$ cat src/rtl/m_mc_ctrl.sv
// Multicycle control FSM for the MIPS-subset core: sequences fetch, decode,
// execute, memory and write-back, and counts retired instructions.
module m_mc_ctrl #(
  parameter int P_CNT_W = 32
) (
  input  logic               w_clk,
  input  logic               w_rst,
  input  logic [5:0]         w_op,
  input  logic [5:0]         w_funct,
  input  logic               w_zero,
  input  logic               w_imem_ack,
  input  logic               w_dmem_ack,
  output logic               w_imem_req,
  output logic               w_dmem_req,
  output logic               w_dmem_we,
  output logic               w_ir_we,
  output logic               w_pc_we,
  output logic [1:0]         w_pc_sel,
  output logic               w_rf_we,
  output logic               w_rf_dst,
  output logic               w_wb_sel,
  output logic               w_alu_src,
  output logic [1:0]         w_alu_op,
  output logic [2:0]         w_state,
  output logic               w_illegal,
  output logic [P_CNT_W-1:0] w_retired
);

  typedef enum logic [2:0] {
    ST_IF   = 3'd0,
    ST_ID   = 3'd1,
    ST_EX   = 3'd2,
    ST_MEM  = 3'd3,
    ST_WB   = 3'd4,
    ST_HALT = 3'd5
  } state_t;

  localparam logic [5:0] OP_R    = 6'h00;
  localparam logic [5:0] OP_J    = 6'h02;
  localparam logic [5:0] OP_BEQ  = 6'h04;
  localparam logic [5:0] OP_BNE  = 6'h05;
  localparam logic [5:0] OP_ADDI = 6'h08;
  localparam logic [5:0] OP_LW   = 6'h23;
  localparam logic [5:0] OP_SW   = 6'h2b;

  function automatic logic f_is_legal(input logic [5:0] op, input logic [5:0] funct);
    logic ok;
    ok = 1'b0;
    case (op)
      OP_R: begin
        case (funct)
          6'h20, 6'h22, 6'h24, 6'h25, 6'h2a: ok = 1'b1;
          default: ok = 1'b0;
        endcase
      end
      OP_J, OP_BEQ, OP_BNE, OP_ADDI, OP_LW, OP_SW: ok = 1'b1;
      default: ok = 1'b0;
    endcase
    return ok;
  endfunction

  state_t             state_r;
  logic               illegal_r;
  logic [P_CNT_W-1:0] retired_r;
  logic               retire_s;

  logic legal_s, is_r_s, is_j_s, is_beq_s, is_bne_s, is_br_s, is_lw_s, is_sw_s, is_mem_s;

  assign legal_s  = f_is_legal(w_op, w_funct);
  assign is_r_s   = (w_op == OP_R);
  assign is_j_s   = (w_op == OP_J);
  assign is_beq_s = (w_op == OP_BEQ);
  assign is_bne_s = (w_op == OP_BNE);
  assign is_br_s  = is_beq_s | is_bne_s;
  assign is_lw_s  = (w_op == OP_LW);
  assign is_sw_s  = (w_op == OP_SW);
  assign is_mem_s = is_lw_s | is_sw_s;

  assign w_state   = state_r;
  assign w_illegal = illegal_r;
  assign w_retired = retired_r;

  // Datapath strobes and retire pulse, decoded from the current state and inputs.
  always_comb begin
    w_imem_req = 1'b0;
    w_dmem_req = 1'b0;
    w_dmem_we  = 1'b0;
    w_ir_we    = 1'b0;
    w_pc_we    = 1'b0;
    w_pc_sel   = 2'b00;
    w_rf_we    = 1'b0;
    w_rf_dst   = 1'b0;
    w_wb_sel   = 1'b0;
    w_alu_src  = 1'b0;
    w_alu_op   = 2'b00;
    retire_s   = 1'b0;
    if (w_rst) begin
      retire_s = 1'b0;
    end else begin
      case (state_r)
        ST_IF: begin
          w_imem_req = 1'b1;
          w_ir_we    = w_imem_ack;
          w_pc_we    = w_imem_ack;
        end
        ST_ID: begin
          w_pc_we  = legal_s & is_j_s;
          w_pc_sel = is_j_s ? 2'b10 : 2'b00;
          retire_s = legal_s & is_j_s;
        end
        ST_EX: begin
          w_alu_src = ~(is_r_s | is_br_s);
          w_alu_op  = is_r_s ? 2'b10 : (is_br_s ? 2'b01 : 2'b00);
          w_pc_we   = (is_beq_s & w_zero) | (is_bne_s & ~w_zero);
          w_pc_sel  = is_br_s ? 2'b01 : 2'b00;
          retire_s  = is_br_s;
        end
        ST_MEM: begin
          w_dmem_req = 1'b1;
          w_dmem_we  = is_sw_s;
          w_alu_src  = 1'b1;
          retire_s   = w_dmem_ack & is_sw_s;
        end
        ST_WB: begin
          w_rf_we  = 1'b1;
          w_rf_dst = is_r_s;
          w_wb_sel = is_lw_s;
          retire_s = 1'b1;
        end
        ST_HALT: retire_s = 1'b0;
        default: retire_s = 1'b0;
      endcase
    end
  end

  // State sequencing, sticky illegal flag and retired-instruction counter.
  always_ff @(posedge w_clk) begin
    if (w_rst) begin
      state_r   <= ST_IF;
      illegal_r <= 1'b0;
      retired_r <= '0;
    end else begin
      if (retire_s) begin
        retired_r <= retired_r + P_CNT_W'(1);
      end
      case (state_r)
        ST_IF: begin
          if (w_imem_ack) state_r <= ST_ID;
        end
        ST_ID: begin
          if (!legal_s) begin
            state_r   <= ST_HALT;
            illegal_r <= 1'b1;
          end else if (is_j_s) begin
            state_r <= ST_IF;
          end else begin
            state_r <= ST_EX;
          end
        end
        ST_EX: begin
          if (is_br_s)       state_r <= ST_IF;
          else if (is_mem_s) state_r <= ST_MEM;
          else               state_r <= ST_WB;
        end
        ST_MEM: begin
          if (w_dmem_ack) state_r <= is_sw_s ? ST_IF : ST_WB;
        end
        ST_WB:   state_r <= ST_IF;
        ST_HALT: state_r <= ST_HALT;
        default: state_r <= ST_IF;
      endcase
    end
  end

endmodule

$ cat config.mk
export PLATFORM = sky130hd
export DESIGN_NAME = m_mc_ctrl
export DESIGN_NICKNAME = d
export VERILOG_FILES = /design/src/rtl/m_mc_ctrl.sv
export SDC_FILE = /design/constraint.sdc
export NUM_CORES = 1
export LEC_CHECK = 0
export CORE_ASPECT_RATIO = 1.25
export CORE_MARGIN = 2
export CORE_UTILIZATION = 43
export DETAILED_ROUTE_END_ITERATION = 12
export GPL_ROUTABILITY_DRIVEN = 0
export PLACE_DENSITY = 0.87
export SKIP_CTS_REPAIR_TIMING = 1
export SYNTH_ARGS = -nofsm -noshare
export SYNTH_HDL_FRONTEND = slang
export SYNTH_SLANG_ARGS = --single-unit
export TNS_END_PERCENT = 20
$ cat constraint.sdc
create_clock -name w_clk -period 2 [get_ports w_clk]
set_input_delay 0.3 -clock w_clk [delete_from_list [all_inputs] [get_ports w_clk]]
set_output_delay 0.3 -clock w_clk [all_outputs]
set_load 0.02 [all_outputs]
; ---- Word-level counts from Yosys, hierarchy flattened
; Index checks and enable logic that the tools add are counted.
[totals]
regBits = 36
input_bits = 17
out_inout_bits = 49
wordCells = 76
[op_classes]
add_sub_neg = 1
eq_ne = 18
n_mux = 37
bitwise_logic = 11
n_reduce_logical = 6
[op_table]
columns = operator, count
row1 = "equality test 6 bit, second input constant", 7
row2 = "adder 32 x 1 -> 32 bit, second input constant", 1
row3 = 2-to-1 mux 1 bit, 19
row4 = 2-to-1 mux 3 bit, 6
row5 = case mux 3 bit (5 select lines), 1
row6 = "equality test 6 x 3 -> 1 bit, second input constant", 2
row7 = 2-to-1 mux 2 bit, 6
row8 = "equality test 3 x 2 -> 1 bit, second input constant", 2
row9 = "equality test 3 bit, second input constant", 2
row10 = "equality test 6 x 2 -> 1 bit, second input constant", 1
row11 = "equality test 6 x 4 -> 1 bit, second input constant", 1
row12 = zero test 6 bit, 1
row13 = OR reduction 6 bit, 1
row14 = OR reduction 5 bit, 1
row15 = AND 1 bit, 4
row16 = "inequality test 2 bit, second input constant", 2
row17 = bitwise OR 1 bit, 4
row18 = case mux 1 bit (2 select lines), 2
row19 = case mux 1 bit (4 select lines), 1
row20 = case mux 2 bit (2 select lines), 1
row21 = AND reduction 2 bit, 2
row22 = "equality test 3 x 1 -> 1 bit, second input constant", 1
row23 = zero test 3 bit, 1
row24 = NOT 1 bit, 3
row25 = case mux 1 bit (3 select lines), 1

; ---- Depth between registers and ports, before layout
; Gate-level depths: netlist of the first run.
[logic_depth]
ltp_word = 7
depth_mapped = 8
mapped_depth_nobuf = 6

; ---- Worst setup path after synthesis of the first run
; OpenSTA, ideal clock, no wires.
[synth_timing]
kind = reg2reg
start = register state_r[0] (netlist: w_state[0])
end = register retired_r[19] (netlist: w_retired[19])
arrival_time_ns = 1.976
setup_slack_ns = -0.046
stages_incl_launch_ff = 7
n_path_buf = 1
period_less_slack_ns = 2.046
path_cell_list = dfxtp_1 -> buf_2 -> nor3b_1 -> nand3_1 -> a311o_1 -> or3_1 -> a21oi_1
[synth_via]
elab_chain_cells = 3
elab_cells_between_ends = 6
[synth_rtl]
columns = item, line
row1 = "start, declared", 62  ; state_t state_r;
row2 = "start signal, assigned", 166  ; if (w_dmem_ack) state_r <= is_sw_s ? ST_IF : ST_WB;
row3 = equality test 3 bit (tied with other cells), 100  ; case (state_r)
row4 = case mux 1 bit (4 select lines) (*), 100
row5 = 2-to-1 mux 1 bit (*), 97  ; if (w_rst) begin
row6 = "end signal, assigned", 144  ; retired_r <= retired_r + P_CNT_W'(1);
row7 = "end, declared", 64  ; logic [P_CNT_W-1:0] retired_r;
; Every way passes the cells marked *; elsewhere a longest branch is shown, timed or not.
; A chain may end at the register's enable or synchronous reset.

; ---- Worst setup path after layout of the first run
[layout_timing]
start = input w_rst
end = output w_ir_we
[layout_via]
elab_chain_cells = 1
[layout_rtl]
columns = item, line
row1 = "start, declared", 7  ; input logic w_rst,
row2 = 2-to-1 mux 1 bit, 97
row3 = "end, declared", 16  ; output logic w_ir_we,
; No other way between the ends.

==> reports/qor.csv, run 1 <==
stage,metric,value,unit
yosys,Synth async-reset ratio,0,%
yosys,cell count after synthesis,278,
place,Post-DP Area,3247,sq um
floorplanning,row count,29,
routing,DRC,0,
flow_run,max-cap violations,0,
timing,RSZ-0062 raised after global routing,yes,
yosys,"Top FF cell, synth",dfxtp_1,
clock_network,clock latency on the worst-skew pair,0.29,ns
global_routing,total global routing overflow,0,
routing,DR iter-0 viols,277,
timing,Worst Tran Pin Value,0.6340,ns
floorplanning,Die X,68.12,um
floorplanning,core box area,5007,sq um
timing,Final Hold Vio Count,0,
power_and_ir_drop,VDD IR-drop max,309.3,uV
setup_path,Buf/Inv on CP,2,
routing,via density per instance,6.069,
global_routing,GR Util All Layers,25.17,%
floorplanning,I/O Pins,66,
layout,"commonest non-fill, non-tap cell in the layout",buf_4,
timing,count of final setup violators,3,
yosys,most area-consuming cells after synthesis,"dfxtp_1, a21oi_1, nand4_1",
clock_network,CTS Buffer Depth,2,
floorplanning,Initial Util,44.13,%
setup_path,Setup CP Type,in -> out,
place,Post-DP HPWL,5273,um
setup_path,CP top delay family,buffers and inverters,
layout,cell area after layout,3465,sq um
setup_path,CP endpoint kind,output pin,
place,input/output buffers,65,
setup_path,CP max stage cell,clkdlybuf4s50_1,
global_routing,first-pass GRT wire length,11620,um
layout,most frequent cells in the layout,"buf_4, clkdlybuf4s50_1, dfxtp_1",
yosys,Yosys top cell by area,dfxtp_1,
yosys,Yosys reg bits,36,
yosys,number of enable-type register cells in the synthesized netlist,0,
setup_path,Max Fanout on Critical Path,6,
setup_path,"slowest stage delay, CP",0.60,ns
timing,"Slew Viols, Final",0,
routing,DRT antenna net count,0,
power_and_ir_drop,total power,0.001660,W
global_routing,largest net degree at the start of global routing,22,
yosys,Ys Warns,0,
timing,period utilisation layout,107.3,%
yosys,Avg Inst Size Synth,7.948,sq um
setup_path,Critical Path RT,1.70,ns
layout,Fillers,376,
routing,post-DR wirelength/cell,15.96,um
setup_path,Setup crit start kind,input port,
yosys,Mapped Area,2210,sq um
clock_network,CTS Buf Count,5,
layout,share of cells above drive strength 1,24.68,%
clock_network,TritonCTS clock tree,yes,
yosys,syn_nets,296,
timing,Slew HR,57.34,%
setup_path,crit-path cells,clkdlybuf4s50_1 -> nor4_2 -> and2_1 -> clkdlybuf4s50_1,
layout,Layout area overhead,56.79,%
setup_path,"Arr. time, crit path",1.85,ns
timing,clock skew,0.009074,ns
yosys,sequential area share after synthesis,32.62,%
clock_network,H-tree lvl count,2,
yosys,Synth cell types,48,
yosys,Synth top area share,32.62,%
global_routing,vias in the first global route,2633,
clock_network,clk sinks,36,
global_routing,initial antenna violation count,0,
layout,Nets,406,
power_and_ir_drop,pwr dens,479.0,nW/um^2
floorplanning,Die H,84.15,um
setup_path,CP most frequent cell,clkdlybuf4s50_1,
routing,vias,2737,
power_and_ir_drop,P_leak,1.324,nW
routing,drt first pass iters,4,
clock_network,Clock Tree Root,clkbuf_8,
outcome,violated checks,negative setup slack,
layout,ant diodes,0,
timing,post-route setup slack,-0.1469,ns
outcome,outcome,"complete, but fails checks",
floorplanning,DIE AREA,5732,sq um
clock_network,"CTS clk-pin slew, worst paths",0.07,ns
routing,final WL,7200,um
hold_path,worst min path class,reg -> reg,
timing,FMAX,465.8,MHz
timing,Tmin final,2.147,ns
[tightest hold or removal path, stage by stage, from the launching register on]
cell and delay [ns]:
dfxtp_1 0.34, a31oi_1 0.04, nor2_1 0.07
[final timing paths]
path / from / endpoint / slack, ns / depth (start not counted)
max reg2reg: w_state[0] / w_retired[25] / -0.02 / 6
max: w_rst / w_ir_we / -0.15 / 4
min: w_illegal / w_illegal / 0.48 / 2
min reg2reg: w_illegal / w_illegal / 0.48 / 2
[through the flow]
stage                     TNS [ns]  instances  util, %  hold slack [ns]  setup WS (ns)
final                      -0.2480        451    69.19           0.4835        -0.1469
after CTS                   -8.789        449    66.99           0.4823        -0.6773
after detailed placement    -18.73        441    64.84           0.4597        -0.6523
after global routing        -1.167        451    69.19           0.5164        -0.1847
after floorplan           -0.05766        278        -           0.4659       -0.04318
after global placement      -16.16        441    64.84           0.4602        -0.6318
[state kept, by name (all words and copies together) (netlist names)]
register	count
w_illegal	1
w_retired	32
w_state	3
[cells in the mapped netlist (4+ instances only)]
cell and instances:
nor3_1 10, or3_1 5, nand3_1 14, dfxtp_1 36
xnor2_1 9, and3_1 7, inv_1 8, o31ai_1 13
nand3b_1 4, a21oi_1 28, nand2_1 25, clkbuf_1 9
a311oi_1 4, nor2_1 21, a31oi_1 4, or4_1 10
o21ai_0 5, nand4_1 16
[power breakdown]
group          total (W)  switching (W)  internal (W)
clock           0.000632       0.000262      0.000370
sequential      0.000744      0.0000175      0.000726
combinational   0.000284       0.000142      0.000142
[cell type report]
class,instances,area (sq um),area share [%]
multi-input combinational,220,1489,42.98
timing repair buffer,117,1036,29.90
sequential,36,724.4,20.91
tap,62,77.57,2.239
clock buffer,6,72.57,2.095
clock inverter,2,35.03,1.011
inverter,8,30.03,0.8667
[logic make-up after synthesis]
family / count (synthesis) / share of synthesized area (%)
xor gates and xnor gates: 12 / 4.757
and+or+nand+nor: 136 / 35.39
DFF: 36 / 32.62
adders and majority gates: 1 / 0.5662
muxes: 2 / 0.9626
AOI/OAI and AO/OA: 69 / 21.12
buffers and inverters: 22 / 4.586
[routing by layer]
metal / global-route usage [%] / part of all wire [%] / vias up
li1: - / - / 1288
met1: 27.99 / 37 / 1283
met2: 44.13 / 53 / 133
met3: 5.764 / 6.4 / 33
met4: 11.09 / 3.4 / 0
met5: 0 / 0 / -
(Power assumes the default switching activity.)
==> run 2: changes to the inputs <==
--- a/config.mk
+++ b/config.mk
@@ -5,9 +5,11 @@
 export SDC_FILE = /design/constraint.sdc
 export NUM_CORES = 1
 export LEC_CHECK = 0
+export CELL_PAD_IN_SITES_DETAIL_PLACEMENT = 1
+export CELL_PAD_IN_SITES_GLOBAL_PLACEMENT = 1
 export CORE_ASPECT_RATIO = 1.25
 export CORE_MARGIN = 2
-export CORE_UTILIZATION = 43
+export CORE_UTILIZATION = 31
 export DETAILED_ROUTE_END_ITERATION = 12
 export GPL_ROUTABILITY_DRIVEN = 0
 export PLACE_DENSITY = 0.87
==> run 2 against run 1 <==
Net effect: the run still ends with negative setup slack left; sequential share of layout area is 0.33 points lower; power is 4.2% lower; clock-buffer cell count is 1 higher; combinational power is 6% higher; worst hold slack better by 0.0076 ns; final area is 2.1% higher; setup slack better by 0.13 ns; register-to-register slack hardly changed; utilization is 18 points lower; critical path type is now reg -> reg; largest power group unchanged.
==> reports/qor.csv, run 2 (synthesized netlist as in run 1, its figures left out) <==
stage,metric,value,unit,change
layout,Nets,412,,was 406
layout,max reg flops,32,,unchanged
floorplanning,row count,34,,was 29
hold_path,worst min path class,reg -> reg,,unchanged
timing,Final Hold Vio Count,0,,unchanged
layout,share of cells above drive strength 1,22.53,%,was 24.68%
setup_path,CP max stage cell,or4_1,,was clkdlybuf4s50_1
global_routing,total global routing overflow,0,,unchanged
setup_path,"slowest stage delay, CP",0.51,ns,was 0.60 ns
timing,count of final setup violators,3,,unchanged
floorplanning,DIE AREA,7823,sq um,was 5732 sq um
setup_path,Critical Path RT,2.21,ns,was 1.70 ns
setup_path,"Arr. time, crit path",2.22,ns,was 1.85 ns
layout,ant diodes,0,,unchanged
power_and_ir_drop,VDD IR-drop max,248.6,uV,was 309.3 uV
timing,"Slew Viols, Final",0,,unchanged
setup_path,CP top delay family,simple AND/OR/NAND/NOR gates,,was buffers and inverters
layout,Final Non-Filler Cells,485,,was 451
layout,Fillers,838,,was 376
setup_path,Setup crit start kind,flip-flop,,was input port
setup_path,crit-path cells,buf_4 -> nor3b_4 -> and3_4 -> nor3_2 -> buf_12 -> or4_1 -> a21oi_1,,was clkdlybuf4s50_1 -> nor4_2 -> and2_1 -> clkdlybuf4s50_1
setup_path,Setup CP Type,reg -> reg,,was in -> out
place,Post-Place Cells,476,,was 441
clock_network,Clock Tree Root,clkbuf_8,,unchanged
timing,RSZ-0062 raised after global routing,yes,,unchanged
setup_path,flop2flop setup slack,-0.01,ns,was -0.02 ns
global_routing,vias in the first global route,2909,,was 2633
clock_network,CTS Buf Count,5,,unchanged
layout,Layout area overhead,60.14,%,was 56.79%
floorplanning,Die X,79.52,um,was 68.12 um
clock_network,clock latency on the worst-skew pair,0.29,ns,about the same
layout,cell area after layout,3538,sq um,was 3465 sq um
routing,final WL,8547,um,was 7200 um
floorplanning,I/O Pins,66,,unchanged
place,input/output buffers,65,,unchanged
routing,post-DR wirelength/cell,17.62,um,was 15.96 um
global_routing,GR Util All Layers,21.30,%,was 25.17%
timing,clock skew,0.01033,ns,was 0.009074 ns
clock_network,H-tree lvl count,2,,unchanged
global_routing,initial antenna violation count,0,,unchanged
setup_path,Max Fanout on Critical Path,27,,was 6
routing,DR iter-0 viols,85,,was 277
place,Post-DP HPWL,6382,um,was 5273 um
setup_path,Buf/Inv on CP,2,,unchanged
power_and_ir_drop,P_leak,1.432,nW,was 1.324 nW
power_and_ir_drop,pwr dens,449.3,nW/um^2,was 479.0 nW/um^2
global_routing,first-pass GRT wire length,13530,um,was 11620 um
global_routing,largest net degree at the start of global routing,28,,was 22
timing,Tmin final,2.014,ns,was 2.147 ns
timing,hold slack,0.4912,ns,was 0.4835 ns
timing,post-route setup slack,-0.01403,ns,was -0.1469 ns
outcome,violated checks,negative setup slack,,unchanged
routing,vias,2770,,was 2737
routing,DRT antenna net count,0,,unchanged
layout,most frequent cells in the layout,"buf_4, clkdlybuf4s50_1, dfxtp_1",,unchanged
floorplanning,core box area,6934,sq um,was 5007 sq um
routing,via density per instance,5.711,,was 6.069
clock_network,CTS Buffer Depth,2,,unchanged
place,Post-DP Area,3347,sq um,was 3247 sq um
clock_network,TritonCTS clock tree,yes,,unchanged
floorplanning,Initial Util,31.87,%,was 44.13%
clock_network,clk sinks,36,,unchanged
timing,Slew HR,63.81,%,was 57.34%
layout,"commonest non-fill, non-tap cell in the layout",buf_4,,unchanged
setup_path,CP endpoint kind,flip-flop,,was output pin
routing,drt first pass iters,4,,unchanged
timing,Worst Tran Pin Value,0.5379,ns,was 0.6340 ns
timing,period utilisation layout,100.7,%,was 107.3%
outcome,outcome,"complete, but fails checks",,unchanged
clock_network,"CTS clk-pin slew, worst paths",0.08,ns,was 0.07 ns
flow_run,max-cap violations,0,,unchanged
floorplanning,Die H,98.39,um,was 84.15 um
routing,DRC,0,,unchanged
timing,FMAX,496.5,MHz,was 465.8 MHz
-- run 2: changes by cell type in the layout (fill, tap and decap cells not counted), sizes merged --
cell	delta
dlymetal6s2s	+6
buf	+2
clkdlybuf4s50	-2
bufinv	-1
clkbuf	+1
clkinv	-1
clkinvlp	+1
-- run 2: path summary, 6_finish.rpt --
check / end / from / cells past startpoint
max reg2reg: w_retired[15] / w_state[2] / 7
max: w_retired[15] / w_state[2] / 7
min reg2reg: w_retired[31] / w_retired[31] / 2
min: w_retired[31] / w_retired[31] / 2
-- run 2: metal layers --
metal / routed length (um) / vias to the layer above / share of wire [%] / track usage [%]
met5: 0 / - / 0 / 0
met4: 252 / 0 / 2.9 / 6.233
met3: 461 / 28 / 5.4 / 4.344
met2: 4661 / 98 / 55 / 42.15
met1: 3171 / 1347 / 37 / 21.68
li1: - / 1297 / - / -
-- run 2: worst register-to-register path, stage by stage, from the launching register on --
cell and delay (ns):
dfxtp_4 0.39, buf_4 0.16, nor3b_4 0.24, and3_4 0.22, nor3_2 0.05, buf_12 0.15
or4_1 0.52, a21oi_1 0.19
-- run 2: stage by stage --
step / TNS, ns / power [W] / worst slack [ns] / util [%]
floorplan: -0.05766 / 0.0008791 / -0.04318 / -
global placement: -18.01 / 0.001032 / -0.7123 / 48.27
detailed placement: -20.16 / 0.001043 / -0.7402 / 48.27
CTS: -10.23 / 0.001588 / -0.7542 / 49.62
global route: -0.7570 / 0.001659 / -0.08667 / 51.03
finish: -0.01952 / 0.001590 / -0.01403 / 51.03
-- run 2: layout make-up --
type,count,area (sq um),share of cell area (%)
multi-input cells,220,1455,41.12
repair buffers,123,1119,31.61
flip-flops and latches,36,728.2,20.58
well taps,90,112.6,3.182
clock buffers,7,86.33,2.440
inverters,8,30.03,0.8487
clock inverters,1,7.507,0.2122
-- run 2: power by group --
group	leakage, nW	internal [W]	switching, W
sequential	0.292	0.000726	0.0000205
combinational	1.10	0.000151	0.000148
clock	0.0445	0.000280	0.000264
==> run 3: changes to the inputs <==
--- a/config.mk
+++ b/config.mk
@@ -9,10 +9,10 @@
 export CELL_PAD_IN_SITES_GLOBAL_PLACEMENT = 1
 export CORE_ASPECT_RATIO = 1.25
 export CORE_MARGIN = 2
-export CORE_UTILIZATION = 31
+export CORE_UTILIZATION = 37
 export DETAILED_ROUTE_END_ITERATION = 12
 export GPL_ROUTABILITY_DRIVEN = 0
-export PLACE_DENSITY = 0.87
+export PLACE_DENSITY = 0.95
 export SKIP_CTS_REPAIR_TIMING = 1
 export SYNTH_ARGS = -nofsm -noshare
 export SYNTH_HDL_FRONTEND = slang
==> constraint.sdc (replaced) <==
create_clock -name w_clk -period 2.4 [get_ports w_clk]
set_input_delay 0.36 -clock w_clk [delete_from_list [all_inputs] [get_ports w_clk]]
set_output_delay 0.36 -clock w_clk [all_outputs]
set_load 0.02 [all_outputs]
==> run 3 against run 2 <==
Net effect: the flow now finishes without violations; clock power is 14% lower; largest cell class unchanged; final area is 8.2% lower; utilization rose by 5.2 points; clock-buffer cell count stayed put; setup slack gained 0.11 ns; flip-flop and latch count did not move; sequential share of layout area increased by 1.6 points; first-iteration DRC count is 79% higher; register-to-register slack gained 0.21 ns; combinational power decreased by 29%.
==> reports/qor.csv, run 3 (synthesized netlist as in run 1, its figures left out) <==
stage,metric,value,unit,change
outcome,outcome,"complete, no violations",,"was complete, but fails checks"
timing,Worst Tran Pin Value,0.6006,ns,was 0.5379 ns
place,Post-DP Area,3124,sq um,was 3347 sq um
setup_path,flop2flop setup slack,0.20,ns,was -0.01 ns
floorplanning,Initial Util,38.23,%,was 31.87%
global_routing,largest net degree at the start of global routing,32,,was 28
layout,share of cells above drive strength 1,13.55,%,was 22.53%
setup_path,Critical Path RT,2.04,ns,was 2.21 ns
clock_network,TritonCTS clock tree,yes,,unchanged
routing,DRC,0,,unchanged
place,Post-DP HPWL,6115,um,was 6382 um
timing,"Slew Viols, Final",0,,unchanged
global_routing,GR Util All Layers,25.38,%,was 21.30%
setup_path,"Arr. time, crit path",1.94,ns,was 2.22 ns
setup_path,CP max stage cell,clkdlybuf4s50_1,,was or4_1
place,Post-Place Cells,427,,was 476
routing,DR iter-0 viols,152,,was 85
layout,Layout area overhead,47.06,%,was 60.14%
setup_path,"slowest stage delay, CP",0.42,ns,was 0.51 ns
setup_path,Setup CP Type,in -> out,,was reg -> reg
setup_path,Setup crit start kind,input port,,was flip-flop
floorplanning,row count,31,,was 34
power_and_ir_drop,pwr dens,401.7,nW/um^2,was 449.3 nW/um^2
setup_path,FF-to-FF Start,w_retired[3],,was w_state[2]
setup_path,r2r endpoint,w_retired[25],,was w_retired[15]
timing,Final Hold Vio Count,0,,unchanged
clock_network,CTS Buf Count,5,,unchanged
setup_path,CP endpoint kind,output pin,,was flip-flop
layout,Final Non-Filler Cells,435,,was 485
layout,Nets,386,,was 412
setup_path,Max Fanout on Critical Path,7,,was 27
setup_path,crit-path cells,clkdlybuf4s50_1 -> buf_4 -> nor2_1 -> buf_4 -> nand2_1 -> nor3_1 -> dlymetal6s2s_1,,was buf_4 -> nor3b_4 -> and3_4 -> nor3_2 -> buf_12 -> or4_1 -> a21oi_1
hold_path,HP Start,w_illegal,,was w_retired[31]
setup_path,Buf/Inv on CP,4,,was 2
routing,DRT antenna net count,0,,unchanged
clock_network,clock latency on the worst-skew pair,0.30,ns,was 0.29 ns
place,input/output buffers,65,,unchanged
hold_path,hold path depth,2,,unchanged
timing,period utilisation layout,95.85,%,
timing,clock skew,0.006160,ns,was 0.01033 ns
setup_path,CP top delay family,buffers and inverters,,was simple AND/OR/NAND/NOR gates
layout,most frequent cells in the layout,"clkdlybuf4s50_1, dfxtp_1, buf_4",,"was buf_4, clkdlybuf4s50_1, dfxtp_1"
global_routing,initial antenna violation count,0,,unchanged
power_and_ir_drop,P_leak,1.231,nW,was 1.432 nW
timing,FMAX,434.7,MHz,
clock_network,"CTS clk-pin slew, worst paths",0.08,ns,about the same
hold_path,Min-Delay Endpoint,w_illegal,,was w_retired[31]
floorplanning,core box area,5779,sq um,was 6934 sq um
flow_run,max-cap violations,0,,unchanged
setup_path,reg2reg path depth,5,,was 7
layout,cell area after layout,3249,sq um,was 3538 sq um
layout,max reg flops,32,,unchanged
clock_network,clk sinks,36,,unchanged
timing,count of final setup violators,0,,was 3
routing,via density per instance,6.129,,was 5.711
power_and_ir_drop,VDD IR-drop max,208.5,uV,was 248.6 uV
hold_path,worst min path class,reg -> reg,,unchanged
layout,ant diodes,0,,unchanged
floorplanning,Die H,90.40,um,was 98.39 um
timing,Slew HR,59.59,%,was 63.81%
global_routing,vias in the first global route,2859,,was 2909
floorplanning,Die X,73.12,um,was 79.52 um
clock_network,CTS Buffer Depth,2,,unchanged
clock_network,H-tree lvl count,2,,unchanged
routing,vias,2666,,was 2770
floorplanning,DIE AREA,6610,sq um,was 7823 sq um
global_routing,first-pass GRT wire length,13650,um,was 13530 um
setup_path,CP most frequent cell,buf_4,,
clock_network,Clock Tree Root,clkbuf_8,,unchanged
routing,drt first pass iters,4,,unchanged
floorplanning,I/O Pins,66,,unchanged
routing,final WL,8099,um,was 8547 um
global_routing,total global routing overflow,0,,unchanged
layout,"commonest non-fill, non-tap cell in the layout",clkdlybuf4s50_1,,was buf_4
routing,post-DR wirelength/cell,18.62,um,was 17.62 um
timing,Tmin final,2.300,ns,
## run 3: cell types whose count changed in the layout (fill, tap and decap cells not counted), moves of 2 or more
cell and delta:
buf_4 -27, dfxtp_4 -2, clkdlybuf4s50_1 +7, nor2_1 +2, dlymetal6s2s_1 -5, clkbuf_2 -2
and3_1 +2, nor3_1 +2, nor3b_1 +2, nor3_2 -2
## run 3: final cells by class
cell class / instances / area, sq um
clock buffers: 7 / 86.33
clock inverters: 1 / 7.507
fillers: 714 / 2530
inverters: 8 / 30.03
multi-input cells: 220 / 1403
flip-flops and latches: 36 / 721.9
well taps: 66 / 82.58
repair buffers: 97 / 918.4
## run 3: where the power goes
group | total [W] | switching [W] | internal (W)
Clock | 0.000470 | 0.000236 | 0.000234
Sequential | 0.000623 | 0.0000179 | 0.000605
Combinational | 0.000213 | 0.000110 | 0.000103
Total | 0.00131 | 0.000364 | 0.000941
## run 3: tightest hold or removal path, delay by kind of cell (launching register included)
kind / cells / cell delay (ns)
compound gates: 1 / 0.05
flops: 1 / 0.35
simple gates: 1 / 0.07
## run 3: worst max-delay path by stage
stage          startpoint  depth (start not counted)  endpoint  slack, ns
2_1_floorplan     w_op[3]                          5   w_pc_we       0.27
3_3_place_gp      w_op[3]                          7   w_pc_we      -0.40
3_5_place_dp      w_op[3]                          7   w_pc_we      -0.46
4_1_cts           w_op[3]                          7   w_pc_we      -0.47
5_1_grt        w_state[0]                          4   w_ir_we      -0.03
6_report          w_op[2]                          7  w_wb_sel        0.1
## run 3: through the flow
step	worst slack, ns	utilization, %	power, W	hold slack [ns]	TNS (ns)
floorplan	0.2655	-	0.0007317	0.5259	0
global placement	-0.4034	54.06	0.0008365	0.4592	-4.239
detailed placement	-0.4578	54.06	0.0008448	0.4719	-7.245
CTS	-0.4683	55.68	0.001305	0.5045	-2.737
global route	-0.02603	56.22	0.001349	0.5363	-0.02897
finish	0.09963	56.22	0.001305	0.5005	0
## run 3: metal layers
| metal | up-vias | GRT usage (%) | routed length (um) |
|---|---|---|---|
| met2 | 77 | 46.10 | 4405 |
| met1 | 1312 | 28.11 | 3118 |
| met5 | - | 0 | 0 |
| met3 | 27 | 4.576 | 319 |
| met4 | 0 | 10.03 | 255 |
| li1 | 1250 | - | - |
